==> config.mk <==
export PLATFORM = sky130hd
export DESIGN_NAME = inst_mem_loader
export DESIGN_NICKNAME = d
export VERILOG_FILES = /design/src/rtl/inst_mem_pkg.sv /design/src/rtl/inst_mem_loader_ram.sv /design/src/rtl/inst_mem_loader.sv
export SDC_FILE = /design/constraint.sdc
export NUM_CORES = 1
export LEC_CHECK = 0
export CORE_MARGIN = 2
export CORE_UTILIZATION = 35
export DETAILED_ROUTE_END_ITERATION = 8
export PLACE_DENSITY = 0.48
export SYNTH_ARGS = -nofsm -noshare
export SYNTH_HDL_FRONTEND = slang
export SYNTH_SLANG_ARGS = --single-unit
==> constraint.sdc <==
create_clock -name clk -period 4.8 [get_ports clk]
set_input_delay 0.72 -clock clk [delete_from_list [all_inputs] [get_ports clk]]
set_output_delay 0.72 -clock clk [all_outputs]
set_load 0.02 [all_outputs]
==> src/rtl/inst_mem_pkg.sv <==
// Shared definitions for the program-memory loader: FSM encoding, NOP word, default address width.
package inst_mem_pkg;

  localparam int ADDR_W_DEFAULT = 6;

  localparam logic [1:0] S_IDLE = 2'd0;
  localparam logic [1:0] S_LOAD = 2'd1;
  localparam logic [1:0] S_HOLD = 2'd2;
  localparam logic [1:0] S_RUN  = 2'd3;

  typedef enum logic [1:0] {
    ST_IDLE = S_IDLE,
    ST_LOAD = S_LOAD,
    ST_HOLD = S_HOLD,
    ST_RUN  = S_RUN
  } state_t;

  localparam logic [31:0] NOP_INST = 32'h0000_0000;

endpackage

==> src/rtl/inst_mem_loader_ram.sv <==
// Byte-wide program store: one synchronous write port and four asynchronous read ports,
// packed so read port 0 lands in the most significant byte of rdata_o.
module byte_ram_4r1w
  import inst_mem_pkg::*;
#(
  parameter int ADDR_W = ADDR_W_DEFAULT,
  parameter int DEPTH  = 2 ** ADDR_W
) (
  input  logic                  clk,
  input  logic                  we_i,
  input  logic [ADDR_W-1:0]     waddr_i,
  input  logic [7:0]            wdata_i,
  input  logic [4*ADDR_W-1:0]   raddr_i,
  output logic [31:0]           rdata_o
);

  logic [7:0] mem_q [DEPTH];

  // Contents are deliberately never cleared; a reload simply overwrites them.
  always_ff @(posedge clk) begin
    if (we_i) begin
      mem_q[waddr_i] <= wdata_i;
    end
  end

  genvar gi;
  generate
    for (gi = 0; gi < 4; gi++) begin : g_rd
      assign rdata_o[8*(3-gi) +: 8] = mem_q[raddr_i[gi*ADDR_W +: ADDR_W]];
    end
  endgenerate

endmodule

==> src/rtl/inst_mem_loader.sv <==
// Program loader in front of the core: streams host bytes into memory while holding the core
// in reset, waits a few cycles, then releases it and serves big-endian 32-bit words.
module inst_mem_loader
  import inst_mem_pkg::*;
#(
  parameter int ADDR_W   = ADDR_W_DEFAULT,
  parameter int DEPTH    = 2 ** ADDR_W,
  parameter int RST_HOLD = 2
) (
  input  logic              clk,
  input  logic              rst_master_n,
  input  logic              ld_start,
  input  logic              ld_valid,
  input  logic [7:0]        ld_data,
  output logic              ld_ready,
  output logic              ld_done,
  output logic [ADDR_W:0]   ld_count,
  output logic              cpu_rst,
  input  logic [ADDR_W-1:0] add_i,
  output logic [31:0]       inst
);

  localparam int CNT_W  = ADDR_W + 1;
  localparam int HOLD_W = 4;
  localparam logic [CNT_W-1:0]  CNT_LAST  = CNT_W'(DEPTH - 1);
  localparam logic [HOLD_W-1:0] HOLD_LOAD = HOLD_W'(RST_HOLD);

  state_t             state_q, state_d;
  logic [CNT_W-1:0]   cnt_q, cnt_d;
  logic [HOLD_W-1:0]  hold_q, hold_d;
  logic               ready_q, ready_d;
  logic               done_q, done_d;
  logic               cpu_rst_q, cpu_rst_d;
  logic               wr_en;
  logic [4*ADDR_W-1:0] rd_addr;
  logic [31:0]        rd_word;

  always_comb begin
    state_d = state_q;
    cnt_d   = cnt_q;
    hold_d  = hold_q;
    wr_en   = 1'b0;
    // A restart pre-empts everything, including a byte offered in the same cycle.
    if (ld_start) begin
      state_d = ST_LOAD;
      cnt_d   = '0;
    end else begin
      case (state_q)
        ST_LOAD: begin
          if (ld_valid) begin
            wr_en = 1'b1;
            cnt_d = cnt_q + CNT_W'(1);
            if (cnt_q == CNT_LAST) begin
              state_d = ST_HOLD;
              hold_d  = HOLD_LOAD;
            end
          end
        end
        ST_HOLD: begin
          if (hold_q == '0) begin
            state_d = ST_RUN;
          end else begin
            hold_d = hold_q - HOLD_W'(1);
          end
        end
        default: ;
      endcase
    end
    ready_d   = (state_d == ST_LOAD);
    done_d    = (state_d == ST_HOLD) || (state_d == ST_RUN);
    cpu_rst_d = (state_d != ST_RUN);
  end

  always_ff @(posedge clk) begin
    if (!rst_master_n) begin
      state_q   <= ST_IDLE;
      cnt_q     <= '0;
      hold_q    <= '0;
      ready_q   <= 1'b0;
      done_q    <= 1'b0;
      cpu_rst_q <= 1'b1;
    end else begin
      state_q   <= state_d;
      cnt_q     <= cnt_d;
      hold_q    <= hold_d;
      ready_q   <= ready_d;
      done_q    <= done_d;
      cpu_rst_q <= cpu_rst_d;
    end
  end

  genvar gi;
  generate
    for (gi = 0; gi < 4; gi++) begin : g_addr
      assign rd_addr[gi*ADDR_W +: ADDR_W] = add_i + ADDR_W'(gi);
    end
  endgenerate

  byte_ram_4r1w #(
    .ADDR_W (ADDR_W),
    .DEPTH  (DEPTH)
  ) u_ram (
    .clk     (clk),
    .we_i    (wr_en && rst_master_n),
    .waddr_i (cnt_q[ADDR_W-1:0]),
    .wdata_i (ld_data),
    .raddr_i (rd_addr),
    .rdata_o (rd_word)
  );

  assign ld_ready = ready_q;
  assign ld_done  = done_q;
  assign ld_count = cnt_q;
  assign cpu_rst  = cpu_rst_q;
  assign inst     = (state_q == ST_RUN) ? rd_word : NOP_INST;

endmodule
Yosys cells after proc, flatten, opt, wreduce, memory -nomap -nowiden --
Memory sizes are Yosys's and may differ from the RTL's. Index checks and enable logic that the tools add are counted.
Operators by class: add/sub/neg operators 5, multipliers 0, divide/modulo/power cells 0, order comparisons 0, eq/ne operators 11, shifts and indexed selects 0, multiplexer cells 15, bitwise gates (word level) 2, reductions and logical operators 7
Operators with widths (count):
- two-way mux 32 bit | 1
- adder 6 x 2 -> 6 bit, second input constant | 2
- two-way mux 4 bit | 3
- == test 2 bit, second input constant | 4
- two-way mux 2 bit | 4
- inequality test 2 bit, second input constant | 4
- one-hot mux 4 bit (2 select lines) | 1
- adder 7 x 1 -> 7 bit, second input constant | 1
- == test 7 x 6 -> 1 bit, second input constant | 1
- adder 6 x 1 -> 6 bit, second input constant | 1
- two-way mux 1 bit | 5
- AND reduction 5 bit | 1
- == test 2 x 1 -> 1 bit, second input constant | 2
- zero test 4 bit | 1
- one-hot mux 2 bit (2 select lines) | 1
- subtractor 4 x 1 -> 4 bit, second input constant | 1
- inverter 1 bit | 2
- AND reduction 2 bit | 1
- nonzero test 2 bit | 1
- OR reduction 2 bit | 1
- logical AND 1 bit | 1
- logical OR 1 bit | 1
Storage, ports and cells: register bits after elaboration 16, bits in latches 0, RAM bits 512, ROM bits 0, input bits 18, output and inout port bits 42, word-level logic and storage cells 47, memories kept 1
Memory list:
- u_ram.mem_q | depth 64, width 8, rd ports 4, clocked after Yosys merged registers in 0, write ports 1, line inst_mem_loader_ram.sv:17 | logic [7:0] mem_q [DEPTH];

Logic depth before layout (Yosys ltp) --
Gate-level depths: netlist of run 1.
word-level depth 7, mapped depth 16, depth with buffers taken out 8

Cells and area by module --
A second synthesis of run 1 with hierarchy kept.
Second synthesis, totals: cell total of the unflattened synthesis 2002, area, all modules 33403.3 µm²
By module, submodules not included:
- byte_ram_4r1w | instances 1, cells each 1846, area each 32170.9 µm², seq. area each 15374.7 µm²
- inst_mem_loader | instances 1, cells each 156, area each 1232.4 µm², seq. area each 320.3 µm²

Worst setup path before layout of run 1 --
Ideal clock, no wire load.
path kind input to output, start input port add_i[0], end output port inst[3], arrival 3844 ps, required time 4080 ps, setup slack 236 ps, stages 13, path buffers 6, cells stage by stage buf_4 -> inv_1 -> buf_2 -> buf_2 -> buf_2 -> ha_1 -> buf_6 -> inv_6 -> buf_6 -> mux4_2 -> a211oi_1 -> a2111oi_0 -> or4_1
On the way: word-level cells in the longest chain between the ends 3
Ends and longest elaborated chain:
- start: declaration | line inst_mem_loader.sv:19 | input logic [ADDR_W-1:0] add_i,
- adder 6 x 2 -> 6 bit | line inst_mem_loader.sv:95 | assign rd_addr[gi*ADDR_W +: ADDR_W] = add_i + ADDR_W'(gi);
- memory read (64 x 8 bit)
- two-way mux 32 bit | line inst_mem_loader.sv:115 | assign inst = (state_q == ST_RUN) ? rd_word : NOP_INST;
- end: declaration | line inst_mem_loader.sv:20 | output logic [31:0] inst
No other way between the ends.

Final worst setup path of run 1 --
start input port add_i[1], end output port inst[5]
Same word-level chain as after synthesis.

==> summary.txt, run 1 <==
Detailed routing
  – Iter 0 DRT Violations: 3781
  – Routed via count divided by cell count: ~6.5
  – Antenna viol nets, final: 0
  – DRC errors left: 0
  – Routed wire length: 144000 um
  – Routed WL per cell: 36.1 um
  – Vias: 26000
  – 1st-pass router iterations: 6

Layout
  – FF+latch area: ~16000 um2
  – Non-Filler Instances: about 4000
  – Fillcell total: 8793
  – Design Area, Final: 39900 um2
  – Layout Nets: 2686
  – Footprint of the multi-input gates: 17200 um2
  – Share of cells above drive strength 1: 0.332
  – Area growth syn-to-layout: 18.1%

Synth
  – Main synth FF type: sky130_fd_sc_hd__edfxtp_1
  – Share of synthesized cell area in full adder, half adder and majority cells: 0.00407
  – Ys async rst share: 0
  – Avg Synthesized Cell Area: 13.9 um2
  – Area fraction in compound gates after synthesis: 0.0666
  – Netlist area before placement: ~34000 um2
  – Simple-gate area share of the yosys netlist: 0.102
  – Main combinational cell family by area after synthesis: multiplexers
  – Sequential-to-total area share from yosys stat: 0.464
  – Post-Synth XOR/XNOR Area: 0.00718
  – Gate count of the mapped netlist: around 2400
  – Post-synthesis sequential element count: 528
  – YS warnings: 0
  – Proportion of synthesized area in mux cells: 0.319
  – Number of distinct library cells after synthesis: 80
  – Number of nets produced by synthesis: between 2000 and 2500
  – Number of enable-type register cells in the synthesized netlist: 512

Placed design
  – Post-detailed-placement half-perimeter wirelength: 103000 um
  – Number of port buffers: 59
  – Total placed instance area: 37500 um2
  – Cell total after placement: a little under 4000
  – GPL Wtd Cong: 1.06

Power
  – Max IR drop VDD: 0.000214 V
  – Proportion of power drawn by flip-flops and latches: 0.409
  – Fraction of power consumed by combinational cells: 0.189
  – Internal power summed over all cells: between 9 and 10 mW
  – Power Density: 310 nW/um2
  – Switching Fraction: 0.273
  – Switching power total: about 3.4 mW
  – Power Total: around 12 mW
  – Clk network pwr share: 0.403
  – Reported leakage power: between 10 and 15 nW

STA
  – Setup repair after global routing missed its margin: yes
  – Final Hold Fails: 0
  – Clock period minus worst slack: 4.77 ns
  – Transition time of the tightest slew-check pin: ~1.1 ns
  – Slew Limit Fails: 0
  – Timing-limited maximum frequency: 210 MHz
  – Worst Skew: between 0.02 and 0.025 ns
  – Worst-case headroom to the max-slew limit: 0.293
  – Final setup vio count: 0
  – Share of the cycle needed by the critical path after routing: 0.994

Hold path
  – Class of the tightest hold or removal check: reg -> reg

Global route
  – Number of global-route vias before repair: 25400
  – Overflow left after global routing: 0
  – GRT Resource Usage Total: 0.287
  – Met1 capacity usage during global routing: 0.364
  – Gr busiest metal: met2
  – Initial antenna violation count: 9
  – Met2 usage: 0.454
  – GR met3 Demand/Resource: 0.0755
  – Global-route wire length before repair: 199000 um
  – Largest net degree at the start of global routing: 79

Clocking
  – Worst skew pair latency: 0.62 ns
  – Clock-pin slew on the worst setup and hold paths: 0.05 ns
  – H-tree depth: 3
  – Inserted Clock Buffers: 66
  – Clock tree from TritonCTS: built
  – CTS max path bufs: 3
  – Library cell used as clock root buffer: sky130_fd_sc_hd__clkbuf_16
  – Post-cts hold buffer count: 0
  – Clock Sinks: approximately 530

Floorplanning
  – Rows: 114
  – Horizontal die dimension: between 300 and 400 um
  – Area enclosed by the die boundary: 99100 um2
  – Core ar.: 96300 um2
  – Starting density of the core: 0.351
  – Number of ports placed on the die boundary: 60
  – Die Y-Extent: 315 um

Worst setup path
  – Required time worst endpoint: between 4 and 5 ns
  – Arrival time at the worst endpoint: 4.05 ns
  – Critical path endpoint category: output port
  – Maximum fanout along the worst path: 17
  – Worst Setup Start Kind: input pin
  – Worst R2R Setup Slack: between 1.5 and 2 ns
  – Type of the setup path with the least slack: in -> out

Outcome
  – Status: complete, no violations

Run
  – Max_cap viols: 0
[cells in the mapped netlist (all sizes together) (7+ instances only)]
| cell type | n | share of area |
|---|---|---|
| edfxtp | 512 | 0.45 |
| mux4 | 389 | 0.26 |
| nand2 | 326 | 0.036 |
| mux2i | 162 | 0.048 |
| buf | 157 | 0.029 |
| nor2 | 147 | 0.016 |
| nand3 | 130 | 0.020 |
| clkbuf | 54 | 0.0060 |
| o22ai | 44 | 0.0081 |
| a211oi | 38 | 0.0084 |
| mux2 | 36 | 0.012 |
| a21oi | 27 | 0.0040 |
| nand4 | 26 | 0.0048 |
| o21ai | 26 | 0.0038 |
| a31oi | 23 | 0.0043 |
| a22oi | 22 | 0.0049 |
| and2 | 21 | 0.0039 |
| nor3 | 21 | 0.0031 |
| a32oi | 19 | 0.0049 |
| o221ai | 17 | 0.0044 |
| and3 | 16 | 0.0030 |
| dfxtp | 16 | 0.0095 |
| nor4 | 14 | 0.0026 |
| xnor2 | 12 | 0.0039 |
| a2111oi | 11 | 0.0034 |
| ha | 11 | 0.0041 |
| inv | 11 | 0.0014 |
| nand2b | 11 | 0.0020 |
| xor2 | 11 | 0.0033 |
| nor2b | 10 | 0.0019 |
| or3 | 10 | 0.0019 |
| a221oi | 9 | 0.0028 |
| a41oi | 7 | 0.0018 |
| o32ai | 7 | 0.0018 |
| o41a | 7 | 0.0023 |
[repair_timing]
action                                  in CTS  in global routing
endpoints found under the setup margin       6                 18
buffers inserted                             8                  0
resized for setup                            7                 18
pin swaps                                    2                  2
[routing by layer]
layer  up-vias  routed length, um
met1     13400              53700
met3       350              15000
met4         8               8260
met5         -                 48
met2      1781              66800
li1      10400                  -
[flip-flops by register name, indices dropped and copies added (netlist names)]
| name | count |
|---|---|
| ld_done | 1 |
| state_q | 2 |
| ld_count | 7 |
| ld_ready | 1 |
| cpu_rst | 1 |
| hold_q | 4 |
| u_ram.mem_q | 512 |
[logic make-up after synthesis]
| family | count (synthesis) |
|---|---|
| and+or+nand+nor | 756 |
| muxes | 587 |
| DFF | 528 |
| AOI/OAI and AO/OA | 302 |
| buffers and inverters | 224 |
| xor gates and xnor gates | 23 |
| adders and majority gates | 11 |
[area by class of cell]
type                       count  share of cell area
timing repair buffer         369              0.0816
clock buffer                  78              0.0451
multi-input combinational   1679               0.430
inverter                      13             0.00138
tap                         1276              0.0400
antenna                        2            0.000125
sequential                   528               0.393
clock inverter                41             0.00858
[critical path: stages]
cell	delay, ns
sky130_fd_sc_hd__buf_4	0.15
sky130_fd_sc_hd__buf_4	0.18
sky130_fd_sc_hd__ha_1	0.23
sky130_fd_sc_hd__a21o_4	0.21
sky130_fd_sc_hd__xor2_4	0.15
sky130_fd_sc_hd__buf_4	0.21
sky130_fd_sc_hd__buf_6	0.30
sky130_fd_sc_hd__mux4_2	0.30
sky130_fd_sc_hd__nor3_1	0.06
sky130_fd_sc_hd__buf_4	0.14
sky130_fd_sc_hd__nor4_1	0.42
sky130_fd_sc_hd__a211o_1	0.30
sky130_fd_sc_hd__clkdlybuf4s50_1	0.66
[final timing paths]
kind	end	startpoint	cells past startpoint
worst max-delay path	inst[5]	add_i[1]	13
worst min-delay path	hold_q[2]$_SDFFE_PN0P_	hold_q[2]$_SDFFE_PN0P_	2
worst max register to register	u_ram.mem_q[32][0]$_DFFE_PP_	state_q[1]$_SDFF_PN0_	6
worst min register to register	hold_q[2]$_SDFFE_PN0P_	hold_q[2]$_SDFFE_PN0P_	2
[power by group through the flow]
stage | clock network, mW | registers (mW) | logic, mW
global placement | 0 | 5.15 | 2.26
global route | 5.23 | 5.06 | 2.41
CTS | 5.08 | 5.06 | 2.29
floorplan | 0 | 5.16 | 1.31
detailed placement | 0 | 5.16 | 2.26
finish | 4.99 | 5.06 | 2.34
[placed cells by master (no fill, tap or decap), types with 8 or more instances in the layout]
cell / netlist / layout
sky130_fd_sc_hd__o21ai_0: 25 / 25
sky130_fd_sc_hd__ha_1: 11 / 9
sky130_fd_sc_hd__a21oi_1: 27 / 27
sky130_fd_sc_hd__a22oi_1: 22 / 22
sky130_fd_sc_hd__buf_2: 76 / 9
sky130_fd_sc_hd__and2_1: 20 / 20
sky130_fd_sc_hd__clkbuf_16: 0 / 71
sky130_fd_sc_hd__nand2b_1: 11 / 11
sky130_fd_sc_hd__inv_1: 9 / 8
sky130_fd_sc_hd__clkinv_1: 2 / 21
sky130_fd_sc_hd__nor4_1: 14 / 14
sky130_fd_sc_hd__o22ai_1: 44 / 43
sky130_fd_sc_hd__a32oi_1: 19 / 19
sky130_fd_sc_hd__or3_1: 10 / 10
sky130_fd_sc_hd__clkdlybuf4s50_1: 0 / 39
sky130_fd_sc_hd__a221oi_1: 8 / 8
sky130_fd_sc_hd__mux4_2: 386 / 386
sky130_fd_sc_hd__buf_4: 51 / 284
sky130_fd_sc_hd__a211oi_1: 38 / 33
sky130_fd_sc_hd__buf_12: 0 / 31
sky130_fd_sc_hd__nor2b_1: 10 / 10
sky130_fd_sc_hd__nor3_1: 21 / 20
sky130_fd_sc_hd__nand3_1: 129 / 129
sky130_fd_sc_hd__nor2_1: 145 / 137
sky130_fd_sc_hd__a31oi_1: 23 / 21
sky130_fd_sc_hd__clkinv_2: 0 / 12
sky130_fd_sc_hd__nand2_1: 325 / 324
sky130_fd_sc_hd__edfxtp_1: 512 / 512
sky130_fd_sc_hd__nand4_1: 26 / 26
sky130_fd_sc_hd__dfxtp_1: 16 / 16
sky130_fd_sc_hd__o221ai_1: 17 / 17
sky130_fd_sc_hd__mux2_2: 36 / 36
sky130_fd_sc_hd__and3_1: 16 / 16
sky130_fd_sc_hd__mux2i_1: 162 / 162
[through the flow]
step           hold WS, ns  worst slack (ns)  TNS [ns]  utilization
2_1_floorplan        0.458             0.236         0            -
3_3_place_gp         0.479            -0.159    -0.665        0.390
3_5_place_dp         0.510            -0.152    -0.601        0.390
4_1_cts              0.522            0.0287         0        0.414
5_1_grt              0.547           -0.0522   -0.0589        0.415
6_report             0.516            0.0290         0        0.415
No activity file was read; power rests on OpenSTA's default activity.
==> run 2, diff against run 1 <==
--- a/config.mk
+++ b/config.mk
@@ -7,6 +7,7 @@
 export LEC_CHECK = 0
 export CORE_MARGIN = 2
 export CORE_UTILIZATION = 35
+export CTS_CLUSTER_DIAMETER = 200
 export DETAILED_ROUTE_END_ITERATION = 8
 export PLACE_DENSITY = 0.48
 export SYNTH_ARGS = -nofsm -noshare
==> results of run 2 <==
Same layout as run 1: the final DEF is identical, and so are final timing and power.
